==> config.mk <==
export PLATFORM = sky130hd
export DESIGN_NAME = code_lock
export DESIGN_NICKNAME = d
export VERILOG_FILES = /design/src/rtl/code_lock_pkg.sv /design/src/rtl/code_lock_press_det.sv /design/src/rtl/code_lock.sv
export SDC_FILE = /design/constraint.sdc
export NUM_CORES = 1
export LEC_CHECK = 0
export CAP_MARGIN = 5
export CORE_ASPECT_RATIO = 0.75
export CORE_UTILIZATION = 35
export CTS_BUF_LIST = sky130_fd_sc_hd__clkbuf_4
export DETAILED_ROUTE_END_ITERATION = 10
export GPL_ROUTABILITY_DRIVEN = 1
export SYNTH_ARGS = -nofsm -noshare
export SYNTH_HDL_FRONTEND = slang
export SYNTH_SLANG_ARGS = --single-unit
==> constraint.sdc <==
create_clock -name clk -period 1.73 [get_ports clk]
set_input_delay 0.346 -clock clk [delete_from_list [all_inputs] [get_ports clk]]
set_output_delay 0.346 -clock clk [all_outputs]
set_load 0.01 [all_outputs]
==> src/rtl/code_lock_pkg.sv <==
// code_lock_pkg: shared types, constants and digit helpers for the code_lock block.
// The PROGRAM state only exists when CODE_LOCK_REPROG_EN is defined.
package code_lock_pkg;

  typedef enum logic [2:0] {
    ST_ENTRY    = 3'd0,
    ST_CHECK    = 3'd1,
    ST_UNLOCKED = 3'd2,
    ST_LOCKOUT  = 3'd3
`ifdef CODE_LOCK_REPROG_EN
    ,
    ST_PROGRAM  = 3'd4
`endif
  } state_e;

  localparam logic [1:0] PB_NONE  = 2'b00;
  localparam logic [1:0] PB_SHORT = 2'b01;
  localparam logic [1:0] PB_LONG  = 2'b10;
  localparam logic [1:0] PB_RSVD  = 2'b11;

  localparam logic [3:0] DISP_OPEN  = 4'h0;
  localparam logic [3:0] DISP_ALARM = 4'hE;

  // Codes are packed with digit 0 (first entered) in the top nibble.
  function automatic logic [15:0] set_digit(input logic [15:0] vec,
                                            input logic [1:0]  pos,
                                            input logic [3:0]  dig);
    logic [15:0] r;
    r = vec;
    case (pos)
      2'd0:    r[15:12] = dig;
      2'd1:    r[11:8]  = dig;
      2'd2:    r[7:4]   = dig;
      default: r[3:0]   = dig;
    endcase
    return r;
  endfunction

  // Selects the nibbles that take part in a compare for a len-digit code.
  function automatic logic [15:0] code_mask(input int len);
    logic [15:0] m;
    m = 16'hFFFF << (16 - 4 * len);
    return m;
  endfunction

endpackage

==> src/rtl/code_lock_press_det.sv <==
// code_lock_press_det: turns the press-type code into single-cycle strobes.
// An event is a non-zero code following a registered zero, so both level and
// pulse inputs give exactly one strobe per press. The reserved code produces
// an event that maps to neither strobe.
module code_lock_press_det
  import code_lock_pkg::*;
(
  input  logic       clk,
  input  logic       rst,
  input  logic [1:0] pb_press_type,
  output logic       short_evt,
  output logic       long_evt
);

  logic [1:0] prev_q;
  logic [1:0] prev_d;
  logic       evt;

  // Edge detect against the previous cycle's press code.
  always_comb begin
    prev_d    = pb_press_type;
    evt       = (pb_press_type != PB_NONE) && (prev_q == PB_NONE);
    short_evt = evt && (pb_press_type == PB_SHORT);
    long_evt  = evt && (pb_press_type == PB_LONG);
  end

  // Previous press-code register.
  always_ff @(posedge clk) begin
    if (rst) prev_q <= PB_NONE;
    else     prev_q <= prev_d;
  end

endmodule

==> src/rtl/code_lock.sv <==
// code_lock: combination-lock controller between the encoder/pushbutton and
// the seven-segment driver. Collects CODE_LEN digits, checks them in a single
// CHECK cycle, and reports unlock, fail pulses and timed lockout.
// Optional runtime reprogramming of the code is enabled by CODE_LOCK_REPROG_EN.
module code_lock
  import code_lock_pkg::*;
#(
  parameter int          CODE_LEN       = 4,
  parameter logic [15:0] DEFAULT_CODE   = 16'h1234,
  parameter int          MAX_FAIL       = 3,
  parameter int          LOCKOUT_CYCLES = 1000
) (
  input  logic       clk,
  input  logic       rst,
  input  logic [3:0] enc,
  input  logic [1:0] pb_press_type,
  output logic       unlocked,
  output logic       fail,
  output logic       alarm,
  output logic [3:0] disp_value,
  output logic [1:0] disp_sel
);

  localparam int FW = (MAX_FAIL > 1) ? $clog2(MAX_FAIL) : 1;
  localparam int TW = $clog2(LOCKOUT_CYCLES);
  localparam logic [1:0]  LAST_IDX = 2'(CODE_LEN - 1);
  localparam logic [15:0] CMP_MASK = code_mask(CODE_LEN);

  logic short_evt;
  logic long_evt;

  state_e         state_q, state_d;
  logic [1:0]     idx_q, idx_d;
  logic [FW-1:0]  fail_cnt_q, fail_cnt_d;
  logic [TW-1:0]  timer_q, timer_d;
  logic [15:0]    entry_q, entry_d;
  logic           unlocked_q, unlocked_d;
  logic           fail_q, fail_d;
  logic           alarm_q, alarm_d;
  logic [15:0]    code_cur;
  logic           code_ok;

`ifdef CODE_LOCK_REPROG_EN
  logic [15:0] shadow_q, shadow_d;
  logic [15:0] code_q, code_d;
  assign code_cur = code_q;
`else
  assign code_cur = DEFAULT_CODE;
`endif

  code_lock_press_det u_press_det (
    .clk           (clk),
    .rst           (rst),
    .pb_press_type (pb_press_type),
    .short_evt     (short_evt),
    .long_evt      (long_evt)
  );

  // Only the overall result is used; no per-digit information leaves the block.
  assign code_ok = ((entry_q ^ code_cur) & CMP_MASK) == 16'h0;

  // Next-state, datapath and registered-output computation.
  always_comb begin
    state_d    = state_q;
    idx_d      = idx_q;
    fail_cnt_d = fail_cnt_q;
    timer_d    = timer_q;
    entry_d    = entry_q;
    fail_d     = 1'b0;
`ifdef CODE_LOCK_REPROG_EN
    shadow_d   = shadow_q;
    code_d     = code_q;
`endif
    case (state_q)
      ST_ENTRY: begin
        if (short_evt) begin
          entry_d = set_digit(entry_q, idx_q, enc);
          if (idx_q == LAST_IDX) begin
            idx_d   = 2'd0;
            state_d = ST_CHECK;
          end else begin
            idx_d = idx_q + 2'd1;
          end
        end else if (long_evt) begin
          idx_d = 2'd0;
        end
      end
      ST_CHECK: begin
        if (code_ok) begin
          state_d    = ST_UNLOCKED;
          fail_cnt_d = '0;
        end else begin
          fail_d = 1'b1;
          if ((int'(fail_cnt_q) + 1) == MAX_FAIL) begin
            state_d = ST_LOCKOUT;
            timer_d = TW'(LOCKOUT_CYCLES - 1);
          end else begin
            fail_cnt_d = fail_cnt_q + FW'(1);
            state_d    = ST_ENTRY;
          end
        end
      end
      ST_UNLOCKED: begin
        if (long_evt) begin
          state_d = ST_ENTRY;
          idx_d   = 2'd0;
        end
`ifdef CODE_LOCK_REPROG_EN
        else if (short_evt) begin
          state_d = ST_PROGRAM;
          idx_d   = 2'd0;
        end
`endif
      end
      ST_LOCKOUT: begin
        // Timer runs LOCKOUT_CYCLES-1 down to 0, one state cycle per value.
        if (timer_q == '0) begin
          state_d    = ST_ENTRY;
          fail_cnt_d = '0;
        end else begin
          timer_d = timer_q - TW'(1);
        end
      end
`ifdef CODE_LOCK_REPROG_EN
      ST_PROGRAM: begin
        if (short_evt) begin
          shadow_d = set_digit(shadow_q, idx_q, enc);
          if (idx_q == LAST_IDX) begin
            code_d  = shadow_d;
            idx_d   = 2'd0;
            state_d = ST_UNLOCKED;
          end else begin
            idx_d = idx_q + 2'd1;
          end
        end else if (long_evt) begin
          idx_d   = 2'd0;
          state_d = ST_UNLOCKED;
        end
      end
`endif
      default: begin
        state_d = ST_ENTRY;
        idx_d   = 2'd0;
      end
    endcase
`ifdef CODE_LOCK_REPROG_EN
    unlocked_d = (state_d == ST_UNLOCKED) || (state_d == ST_PROGRAM);
`else
    unlocked_d = (state_d == ST_UNLOCKED);
`endif
    alarm_d = (state_d == ST_LOCKOUT);
  end

  // State and datapath registers.
  always_ff @(posedge clk) begin
    if (rst) begin
      state_q    <= ST_ENTRY;
      idx_q      <= 2'd0;
      fail_cnt_q <= '0;
      timer_q    <= '0;
      entry_q    <= 16'h0;
      unlocked_q <= 1'b0;
      fail_q     <= 1'b0;
      alarm_q    <= 1'b0;
    end else begin
      state_q    <= state_d;
      idx_q      <= idx_d;
      fail_cnt_q <= fail_cnt_d;
      timer_q    <= timer_d;
      entry_q    <= entry_d;
      unlocked_q <= unlocked_d;
      fail_q     <= fail_d;
      alarm_q    <= alarm_d;
    end
  end

`ifdef CODE_LOCK_REPROG_EN
  // Programmable code and its shadow; reset restores the default code.
  always_ff @(posedge clk) begin
    if (rst) begin
      shadow_q <= 16'h0;
      code_q   <= DEFAULT_CODE;
    end else begin
      shadow_q <= shadow_d;
      code_q   <= code_d;
    end
  end
`endif

  // Display mux: live encoder while digits are being entered.
  always_comb begin
    disp_value = enc;
    disp_sel   = idx_q;
    case (state_q)
      ST_UNLOCKED: begin
        disp_value = DISP_OPEN;
        disp_sel   = 2'd0;
      end
      ST_LOCKOUT: begin
        disp_value = DISP_ALARM;
        disp_sel   = 2'd0;
      end
      default: begin
        disp_value = enc;
        disp_sel   = idx_q;
      end
    endcase
  end

  assign unlocked = unlocked_q;
  assign fail     = fail_q;
  assign alarm    = alarm_q;

endmodule

==> summary.txt <==
Floorplanning
  • IO Pins: 17
  • Number of core rows: 23
  • Die extent in x: 88.1 um
  • Die area: ~0.0059 mm2
  • Core area: 0.00535 mm2
  • Starting density of the core: 36.3%
  • Die H: about 67 um

Synth
  • Syn Std Cell Area: around 0.0019 mm2
  • Top_reg_cell synth: dfxtp_1
  • Synth top area cells: dfxtp_1 (39%), mux2i_1 (8.7%), ha_1 (5.1%)
  • Distinct cell type count after synthesis: 50
  • Synthesized Nets: ~220
  • Yosys warning count: 0
  • Mapped Cells: approximately 200
  • Asr flop ratio synth: 0%
  • Sequential share of the synthesized area: ~40%
  • Synth top area share: approximately two fifths
  • Main combinational cell family by area after synthesis: simple AND/OR/NAND/NOR gates
  • #FFs+latches synth: 38
  • Post-Synth Adder-Cell Area: under 10%
  • Post-synth EDFFs: 0
  • Complex-gate fraction of the synthesized area: between 10 and 15%
  • Avg Cell Area, Syn: about 9.6 um2
  • Yosys top cell by area: dfxtp_1
  • Xor-xnor portion of the synthesized cell area: less than 1%
  • Mux share of post-synthesis cell area: 8.75%
  • Simple-gate share of the synthesized area: a little under 30%

Finish
  • Most frequent cells in the layout: dfxtp_1 (34), buf_4 (32), nor2_1 (22)
  • # nets final: 271
  • Commonest non-fill, non-tap cell in the layout: dfxtp_1
  • P&R area growth vs syn: 32.5%
  • Antenna fix cells: 0
  • Post-layout util: 48.2%
  • Layout cells sized above 1: between 20% and 30%

Clock tree
  • Clock net sink count: 38
  • Clk root buf: clkbuf_4
  • Bufs on Longest Clock Path: 2
  • CTS tree: built
  • Clock transition at the registers of the reported paths: 0.11 ns
  • H-tree Lvls: 2
  • CTS Buf Count: 5
  • # hold bufs at CTS: 0
  • Worst-Skew Late Latency: around 0.34 ns

Worst setup path
  • Critical-path top delay cell: dfxtp_2
  • CP max FO: 6
  • CP Capture Type: output port
  • Worst Path Arrival: between 1 and 1.5 ns
  • Max stage delay on crit path: around 0.36 ns
  • Reg2Reg Setup Slack: between 0.07 and 0.08 ns
  • WP buf/inv: 1
  • Setup crit start kind: flip-flop
  • CP Data Required Time: roughly 1.4 ns
  • WS Path Type: flip-flop to output port
  • RR Startpoint: state_q[2]
  • Critical Path, Cell by Cell: nand2b_4 -> and2_1 -> dlygate4sd2_1
  • CP top delay family: flip-flops
  • Worst r2r path cells: 5
  • FF-to-FF End: timer_q[1]

Placed design
  • GP Congestion: ~0.80
  • Port Buffer Count: 16
  • DP HPWL: around 3100 um

Route
  • Total wire length: 4240 um
  • Routed WL per cell: roughly 13 um
  • DRT Pass-1 Iters: 4
  • First DRT Iteration DRCs: just under 80
  • DR DRC count: 0
  • Routed Antenna Nets: 0
  • Via/cell ratio: a little under 5
  • Vias: 1606

Pwr
  • Total Power Consumption: about 1.6 mW
  • Combinational power share: approximately 8%
  • Pwr dens: between 600 and 700 mW/mm2
  • Clock Power Share: about 36%
  • VDD IR max: approximately 0.27 mV
  • P_int: 1.24 mW
  • Leakage power: ~1.2 nW
  • Sequential share of power: between 50 and 60%
  • Sw Ratio: between 20% and 30%
  • Switch Pwr: between 300 and 400 uW

STA
  • Final Setup Violations: 0
  • Worst slew pin tran: between 0.5 and 0.6 ns
  • Slew headroom: approximately 66%
  • Tmin final: ~1.7 ns
  • Final hold violation count: 0
  • Fin crit share: a little over nine tenths
  • Fin. max-slew vios: 0
  • Max Fclk: approximately 600 MHz
  • Unrepaired setup endpoints after global routing: true
  • Layout Skew: between 0.009 and 0.01 ns

Run status
  • Status: complete, no violations

Flow run
  • Reported max-cap violation count: 0

Global route
  • Largest net degree at the start of global routing: 18
  • GRT Util Overall: 15.2%
  • Vias in the first global route: 1353
  • Antenna violations before repair: 0
  • Total grt overflow: 0
  • First-pass GRT wire length: between 6000 and 7000 um

Worst hold path
  • Worst hold endpoint: fail_cnt_q[1]
  • HP Class: flip-flop to flip-flop
  • Hold-critical path depth: 2
  • Hold Crit Start: fail_cnt_q[1]
-- per-layer routing --
layer  vias to the layer above  share of wire, %  GRT usage [%]
met2                        21                41           21.2
met1                       748                55           22.4
met4                         0              0.57           4.23
met5                         -                 0              0
li1                        835                 -              -
met3                         2               3.8           4.46
-- worst max path at each step --
stage,depth (start not counted),slack [ns],endpoint,startpoint
2_1_floorplan,6,0.11,timer_q[5],timer_q[0]
3_3_place_gp,4,-0.11,disp_value[1],enc[1]
3_5_place_dp,4,-0.11,disp_value[1],enc[1]
4_1_cts,7,0.007,timer_q[8],timer_q[1]
5_1_grt,4,-0.003,unlocked,timer_q[7]
6_report,3,0.07,disp_value[0],state_q[2]
-- synth_stat cells (all sizes together) (4+ instances only) --
| library cell | count |
|---|---|
| dfxtp | 38 |
| nor2 | 22 |
| mux2i | 17 |
| nand2 | 13 |
| inv | 11 |
| ha | 8 |
| a21oi | 7 |
| nand3 | 7 |
| nand4b | 7 |
| clkbuf | 5 |
| nor2b | 5 |
| and2 | 4 |
| nor3 | 4 |
| nor3b | 4 |
| nor4 | 4 |
| or2 | 4 |
-- worst min-delay path, delay by kind of cell (launching register included) --
kind                   cells  cell delay [ns]
AO/OA/AOI/OAI              1             0.06
buffers and inverters      1             0.06
flip-flops                 1             0.34
-- flip-flops by register name (all words and copies together) (netlist names) --
name	count
alarm	1
entry_q	16
fail	1
fail_cnt_q	2
idx_q	2
state_q	3
timer_q	10
u_press_det.prev_q	2
unlocked	1
-- stage by stage --
stage	hold WS [ns]	setup slack [ns]	cells	area (um2)	TNS [ns]
4_1_cts	0.497	0.00660	326	2510	0
3_3_place_gp	0.461	-0.115	318	2410	-1.47
5_1_grt	0.512	-0.00293	330	2580	-0.00293
3_5_place_dp	0.483	-0.108	318	2410	-1.56
2_1_floorplan	0.450	0.112	202	1950	0
6_report	0.493	0.0711	330	2580	0
-- kinds of logic (layout without fill, tap and decap cells) --
logic type	Yosys count	count (layout)
AO/OA/AOI/OAI	32	32
XOR/XNOR	1	1
adder cells (fa/ha/maj)	8	8
buffers and inverters	16	69
flip-flops	38	38
multiplexers	17	17
other	1	1
AND/OR/NAND/NOR	89	89
-- what timing repair did --
item | in CTS | in global routing
gates resized for setup | 13 | 13
endpoints found under the setup margin | 10 | 10
pin swaps | 0 | 5
buffers inserted | 1 | 4
-- power by group through the flow --
stage	sequential [mW]	clock (mW)	combinational (mW)
5_1_grt	0.887	0.634	0.141
4_1_cts	0.887	0.592	0.128
3_5_place_dp	0.907	0	0.128
2_1_floorplan	0.906	0	0.0556
6_report	0.886	0.574	0.130
3_3_place_gp	0.907	0	0.128
-- cell type report --
type	count	area [um2]
fillers	505	2770
multi-input cells	148	1180
flip-flops and latches	38	768
repair buffers	51	427
well taps	75	93.8
inverters	11	41.3
clock buffers	5	37.5
clock inverters	2	33.8
Power figures use the tool's default switching activity.
